`src/rtl/echo_pulse_timer_if.sv`:
```
// echo_pulse_timer_if: sensor-side and averager-side signals of the echo front end
interface echo_pulse_timer_if;
    logic        enable;
    logic        echo;
    logic        trig;
    logic [15:0] width;
    logic        width_valid;
    logic        timeout;
    logic        busy;

    modport master (
        output enable, echo,
        input  trig, width, width_valid, timeout, busy
    );

    modport slave (
        input  enable, echo,
        output trig, width, width_valid, timeout, busy
    );
endinterface

```
`src/rtl/echo_pulse_timer.sv`:
```
// echo_pulse_timer: periodic trigger generation and echo high-time measurement
module echo_pulse_timer #(
    parameter int TRIG_CYCLES    = 22,
    parameter int BLANK_CYCLES   = 8,
    parameter int TIMEOUT_CYCLES = 200000,
    parameter int PERIOD_CYCLES  = 262144
) (
    input  logic              osc_clk,
    input  logic              rst_n,
    echo_pulse_timer_if.slave bus
);
    localparam int PW   = $clog2(PERIOD_CYCLES);
    localparam int CMAX = (TIMEOUT_CYCLES > TRIG_CYCLES) ? TIMEOUT_CYCLES : TRIG_CYCLES;
    localparam int CW   = $clog2(CMAX + 1);

    typedef enum logic [2:0] {IDLE, TRIG, BLANK, ARM, MEASURE, HOLDOFF} state_t;

    state_t          r_state, w_next;
    logic            r_sync, r_echo_s, r_echo_d;
    logic            w_rise, w_fall, w_boundary, w_timeout;
    logic [PW-1:0]   r_period;
    logic [CW-1:0]   r_cnt;
    logic [15:0]     r_wcnt, r_width;
    logic            r_width_valid;

    assign w_rise     = r_echo_s & ~r_echo_d;
    assign w_fall     = ~r_echo_s & r_echo_d;
    assign w_boundary = r_period == PW'(PERIOD_CYCLES - 1);

    assign bus.trig        = r_state == TRIG;
    assign bus.busy        = r_state != IDLE;
    assign bus.width       = r_width;
    assign bus.width_valid = r_width_valid;
    assign bus.timeout     = w_timeout;

    // Two-flop synchroniser plus a delay flop for edge detection
    always_ff @(posedge osc_clk or negedge rst_n) begin
        if (!rst_n) begin
            r_sync   <= 1'b0;
            r_echo_s <= 1'b0;
            r_echo_d <= 1'b0;
        end else begin
            r_sync   <= bus.echo;
            r_echo_s <= r_sync;
            r_echo_d <= r_echo_s;
        end
    end

    // State register
    always_ff @(posedge osc_clk or negedge rst_n) begin
        if (!rst_n) r_state <= IDLE;
        else        r_state <= w_next;
    end

    // Next state; a rise beats the wait timeout and a fall beats the period boundary
    always_comb begin
        w_next    = r_state;
        w_timeout = 1'b0;
        case (r_state)
            IDLE:    if (bus.enable) w_next = TRIG;
            TRIG:    if (r_cnt == CW'(TRIG_CYCLES - 1)) w_next = BLANK;
            BLANK:   if (r_cnt == CW'(BLANK_CYCLES - 1)) w_next = ARM;
            ARM: begin
                if (w_rise) w_next = MEASURE;
                else if (r_cnt == CW'(TIMEOUT_CYCLES)) begin
                    w_next    = HOLDOFF;
                    w_timeout = 1'b1;
                end
            end
            MEASURE: begin
                if (w_boundary) begin
                    w_next    = TRIG;
                    w_timeout = ~w_fall;
                end else if (w_fall) w_next = HOLDOFF;
            end
            HOLDOFF: if (w_boundary) w_next = bus.enable ? TRIG : IDLE;
            default: w_next = IDLE;
        endcase
    end

    // Phase counter: trigger length in TRIG, then the wait since trigger fall through BLANK and ARM
    always_ff @(posedge osc_clk or negedge rst_n) begin
        if (!rst_n) r_cnt <= '0;
        else        r_cnt <= ((w_next == r_state || r_state == BLANK) && r_state inside {TRIG, BLANK, ARM})
                             ? r_cnt + CW'(1) : '0;
    end

    // Ping period counter, held at zero in IDLE so the first ping starts at count 0
    always_ff @(posedge osc_clk or negedge rst_n) begin
        if (!rst_n) r_period <= '0;
        else        r_period <= (r_state == IDLE || w_boundary) ? '0 : r_period + PW'(1);
    end

    // Width counter counts cycles of echo_s high, including the rise cycle, saturating
    always_ff @(posedge osc_clk or negedge rst_n) begin
        if (!rst_n) r_wcnt <= '0;
        else if (r_state == ARM && w_rise) r_wcnt <= 16'd1;
        else if (r_state == MEASURE && r_echo_s && r_wcnt != 16'hFFFF) r_wcnt <= r_wcnt + 16'd1;
    end

    // Publish the width and its strobe on the falling edge of the echo
    always_ff @(posedge osc_clk or negedge rst_n) begin
        if (!rst_n) begin
            r_width       <= '0;
            r_width_valid <= 1'b0;
        end else begin
            r_width_valid <= r_state == MEASURE && w_fall;
            if (r_state == MEASURE && w_fall) r_width <= r_wcnt;
        end
    end
endmodule

```
`src/flat_wrapper.sv`:
```
// flat-port wrapper written by rule: the top's interface ports become plain ports
module echo_pulse_timer_flat 
#(
    parameter int TRIG_CYCLES    = 22,
    parameter int BLANK_CYCLES   = 8,
    parameter int TIMEOUT_CYCLES = 200000,
    parameter int PERIOD_CYCLES  = 262144
)
  (osc_clk, rst_n, bus_enable, bus_echo, bus_trig, bus_width, bus_width_valid, bus_timeout, bus_busy);
  echo_pulse_timer_if bus_i ();
  input  logic osc_clk;
  input  logic rst_n;
  input wire logic [$bits(bus_i.enable)-1:0] bus_enable;
  input wire logic [$bits(bus_i.echo)-1:0] bus_echo;
  output wire logic [$bits(bus_i.trig)-1:0] bus_trig;
  output wire logic [$bits(bus_i.width)-1:0] bus_width;
  output wire logic [$bits(bus_i.width_valid)-1:0] bus_width_valid;
  output wire logic [$bits(bus_i.timeout)-1:0] bus_timeout;
  output wire logic [$bits(bus_i.busy)-1:0] bus_busy;
  assign bus_i.enable = bus_enable;
  assign bus_i.echo = bus_echo;
  assign bus_trig = bus_i.trig;
  assign bus_width = bus_i.width;
  assign bus_width_valid = bus_i.width_valid;
  assign bus_timeout = bus_i.timeout;
  assign bus_busy = bus_i.busy;
  echo_pulse_timer #(.TRIG_CYCLES(TRIG_CYCLES), .BLANK_CYCLES(BLANK_CYCLES), .TIMEOUT_CYCLES(TIMEOUT_CYCLES), .PERIOD_CYCLES(PERIOD_CYCLES)) u_core (.osc_clk(osc_clk), .rst_n(rst_n), .bus(bus_i));
endmodule
```
`config.mk`:
```
export PLATFORM = sky130hd
export DESIGN_NAME = echo_pulse_timer_flat
export DESIGN_NICKNAME = d
export VERILOG_FILES = /design/src/rtl/echo_pulse_timer_if.sv /design/src/rtl/echo_pulse_timer.sv /design/src/flat_wrapper.sv
export SDC_FILE = /design/constraint.sdc
export NUM_CORES = 1
export LEC_CHECK = 0
export BUFFER_PORTS_ARGS = -buffer_cell sky130_fd_sc_hd__buf_4
export CAP_MARGIN = 40
export CORE_MARGIN = 10
export CORE_UTILIZATION = 30
export DETAILED_ROUTE_END_ITERATION = 16
export GPL_TIMING_DRIVEN = 0
export HOLD_SLACK_MARGIN = 0.08
export PLACE_DENSITY = 0.52
export SLEW_MARGIN = 25
export SYNTH_ARGS = -nofsm -noshare
export SYNTH_HDL_FRONTEND = slang
export SYNTH_SLANG_ARGS = --single-unit
```
`constraint.sdc`:
```
create_clock -name osc_clk -period 2.99 [get_ports osc_clk]
set_clock_uncertainty 0.1 [all_clocks]
set_input_delay 0.1495 -clock osc_clk [delete_from_list [all_inputs] [get_ports osc_clk]]
set_output_delay 0.1495 -clock osc_clk [all_outputs]
set_load 0.01 [all_outputs]
```
==> summary.md <==
| Metric | Value |
|---|---|
| Status | `finished, final reports clean` |
| CP Capture Point | `bus_timeout` |
| Worst Tran Pin Value | `around 0.8 ns` |
| Total core area | `0.0120 mm^2` |
| Avg Vias per Cell | `around 4.9` |
| Slowest Stage Delay on Critical Path | `between 0.5 and 0.6 ns` |
| Post-synth EDFFs | `0` |
| Pwr Density | `667 mW/mm^2` |
| Post-synthesis mux area share | `0.0520` |
| Static Leak | `1.94 nW` |
| Number of buffers created by CTS | `9` |
| Post-Layout Inst Area | `between 0.004 and 0.005 mm^2` |
| Sink Count | `between 70 and 80` |
| Syn nets | `around 370` |
| Antenna violations before repair | `0` |
| Fin util | `0.367` |
| Die W | `130 um` |
| Gr ovfl total | `0` |
| Mapped Cells | `approximately 360` |
| # diodes | `0` |
| Startpoint types | `flip-flop` |
| Simple-gate share of the synthesized area | `0.267` |
| GRT Total Usage | `0.0974` |
| Detailed-router iteration count before antenna repair | `4` |
| Seq/Total Area, Yosys | `0.513` |
| Cell area after technology mapping | `~0.0037 mm^2` |
| CP Data Arrival Time | `2.36 ns` |
| Crit path max fanout | `7` |
| Skew-Pair Late Insertion Delay | `about 0.34 ns` |
| Reg clk slew, reported paths | `around 0.060 ns` |
| Fin. Hold Viols | `0` |
| Cell row count | `40` |
| Critical path endpoint category | `output port` |
| Largest family of logic cells by synthesized area | `simple AND/OR/NAND/NOR gates` |
| CTS root buffer | `clkbuf_16` |
| Yosys reg bits | `75` |
| Layout fillers | `1195` |
| Maxcap violations | `0` |
| Share of flip-flops with an asynchronous set or reset | `1.00` |
| R2R setup slack | `0.63 ns` |
| Post-DRT Antenna Nets | `0` |
| Pin count of the biggest net entering global routing | `51` |
| FF-to-FF Start | `u_core.r_cnt[12]$_DFF_PN0_` |
| Crit Path Class | `reg -> out` |
| Delay-heaviest family, CP | `simple AND/OR/NAND/NOR gates` |
| Max Slew Vio Count | `0` |
| Post-DP Area | `just over 0.004 mm^2` |
| Wire per inst | `approximately 14 um` |
| Number of H-tree levels | `3` |
| Peak Freq | `approximately 380 MHz` |
| Die Y | `around 130 um` |
| Pre-CTS setup slack | `0.602 ns` |
| Post-CTS Setup Bufs | `0` |
| Share of cells above drive strength 1 | `0.170` |
| Drt first-iter violations | `193` |
| Routability cong. | `between 0.7 and 0.8` |
| Vias in the first global route | `2688` |
| XOR/XNOR share of the synthesized area | `0.101` |
| DRC Markers | `0` |
| Crit path launch | `u_core.r_cnt[12]$_DFF_PN0_` |
| Slew margin rel. | `0.463` |
| Worst hold path type | `in -> reg` |
| Final worst setup slack | `around 0.38 ns` |
| Post-route insts no fill | `roughly 550` |
| Setup Viol. Count Final | `0` |
| IO Pins | `24` |
| Vias | `2672` |
| Buffers plus inverters on the worst setup path | `1` |
| Nets@finish | `between 400 and 500` |
| Total die area | `approximately 0.017 mm^2` |
| Routed WL | `7.60 mm` |
| Syn-to-layout area delta | `19.9%` |
| Avg Inst Size Synth | `10.2 um^2` |
| I/O Buffers | `23` |
| Post-synthesis adder-cell area fraction | `0.0171` |
| Final HPWL from detailed placement | `about 5.4 mm` |
| Synth Area in Compound Gates | `0.0287` |
| Longest Clk Path Bufs | `2` |
| Worst-case reg-to-reg path depth | `6` |
| First-pass GRT wire length | `roughly 13 mm` |
| Tcrit/Tclk final | `0.872` |
| CTS tree | `built` |
| Reg2reg end | `u_core.r_cnt[12]$_DFF_PN0_` |
| Min-delay src | `bus_enable` |
| Synth cell types | `40` |
| Crit path depth | `5` |
| Inst Count DP | `530` |
| CP Cell Sequence | `or4_1 > nor4_1 > nand2_1 > a22oi_1 > buf_4` |
| Tmin final | `2.61 ns` |
| Worst endpoint required time | `2.74 ns` |
| Top FF cell, synth | `dfrtp_1` |
| Initial Util | `0.306` |
| Fin Setup TNS | `0 ns` |
| CP max stage cell | `or4_1` |
| Yosys warns | `0` |
| Max IR drop VDD | `0.223 mV` |
| RSZ-0062 raised after global routing | `no` |
[tightest hold or removal path: stages]
cell     delay [ns]
buf_4          0.09
nor2_1         0.04
a21oi_1        0.13
nor4_1         0.06
nand2_1        0.05
[logic make-up (layout without fill, tap and decap cells)]
logic type / count (synthesis) / count (layout)
adder cells (fa/ha/maj): 5 / 5
AND/OR/NAND/NOR: 185 / 185
buffers and inverters: 18 / 62
multiplexers: 17 / 17
XOR/XNOR: 42 / 42
AO/OA/AOI/OAI: 15 / 15
flip-flops: 75 / 75
[final cells by class]
cell class / instances / area, um^2 / area share
inverter: 7 / 26.3 / 0.00599
multi-input combinational: 264 / 1700 / 0.388
clock buffer: 12 / 267 / 0.0608
buffer: 11 / 51.3 / 0.0117
sequential: 75 / 1880 / 0.428
clock inverter: 4 / 47.5 / 0.0108
timing repair buffer: 28 / 230 / 0.0525
tap: 147 / 184 / 0.0420
[sequential cells by signal, summed over array words and instances, names as in the netlist]
signal	cells
u_core.bus.width	16
u_core.bus.width_valid	1
u_core.r_cnt	18
u_core.r_echo_d	1
u_core.r_echo_s	1
u_core.r_period	18
u_core.r_state	3
u_core.r_sync	1
u_core.r_wcnt	16
[routing by layer]
layer | up-vias | GRT usage | wire length (um)
li1 | 1328 | - | -
met1 | 1308 | 0.131 | 3720
met2 | 24 | 0.143 | 3450
met3 | 12 | 0.0238 | 262
met4 | 0 | 0.0491 | 160
met5 | - | 0 | 0
[synthesized netlist by cell type (2+ instances only)]
cell	instances	area [um^2]
or3_1	2	12.5
nor4b_1	3	26.3
nor3_1	12	60.1
mux2_2	16	180
xnor2_1	18	158
buf_2	2	10.0
or4_1	2	15.0
xor2_1	24	210
a22oi_1	2	15.0
nor3b_1	6	45.0
nor4_1	9	56.3
nand3b_1	3	22.5
nor2b_1	4	25.0
nand2_1	25	93.8
o21ai_0	4	20.0
and3_1	5	31.3
and4_1	5	43.8
nand4_1	19	119
nand2b_1	4	25.0
inv_1	7	26.3
or2_2	2	12.5
clkbuf_1	7	26.3
nor2_1	60	225
a21oi_1	5	25.0
ha_1	5	62.6
dfrtp_1	75	1880
nand3_1	18	90.1
[report_power, final]
group	leakage, nW	switching (mW)	internal [mW]	total, mW
combinational	0.755	0.374	0.235	0.609
clock	0.155	0.414	0.711	1.13
sequential	1.03	0.0877	1.10	1.19
[placed cells by master, fill, tap and decap left out, types with 5 or more instances in the layout]
| master | instances |
|---|---|
| clkbuf_16 | 9 |
| nand4_1 | 19 |
| mux2_2 | 16 |
| and4_1 | 5 |
| ha_1 | 5 |
| xnor2_1 | 18 |
| nor4_1 | 9 |
| nand2_1 | 25 |
| inv_1 | 7 |
| nor2_1 | 60 |
| xor2_1 | 24 |
| dfrtp_1 | 75 |
| buf_4 | 23 |
| nor3b_1 | 6 |
| nor3_1 | 12 |
| a21oi_1 | 5 |
| and3_1 | 5 |
| clkbuf_1 | 7 |
| nand3_1 | 18 |
[how the worst min path moves through the flow]
stage,to,slack [ns],cells after the start
floorplan,u_core.bus.width[0]$_DFFE_PN0P_,-0.25,0
global placement,u_core.r_sync$_DFF_PN0_,0.16,1
detailed placement,u_core.bus.width[12]$_DFFE_PN0P_,-0.01,1
CTS,u_core.r_state[0]$_DFF_PN0_,0.12,5
global route,u_core.r_state[0]$_DFF_PN0_,0.17,5
finish,u_core.r_state[0]$_DFF_PN0_,0.12,5
[through the flow]
| stage | power (mW) | hold slack [ns] |
|---|---|---|
| finish | 2.93 | 0.121 |
| global route | 3.11 | 0.174 |
| CTS | 2.97 | 0.120 |
| detailed placement | 1.83 | -0.0140 |
| global placement | 1.83 | 0.160 |
| floorplan | 1.61 | -0.246 |
[repair_timing]
item	CTS	global route
gates resized for setup	0	0
endpoints found under the hold margin	76	0
hold buffers	2	0
(Power assumes the default switching activity.)
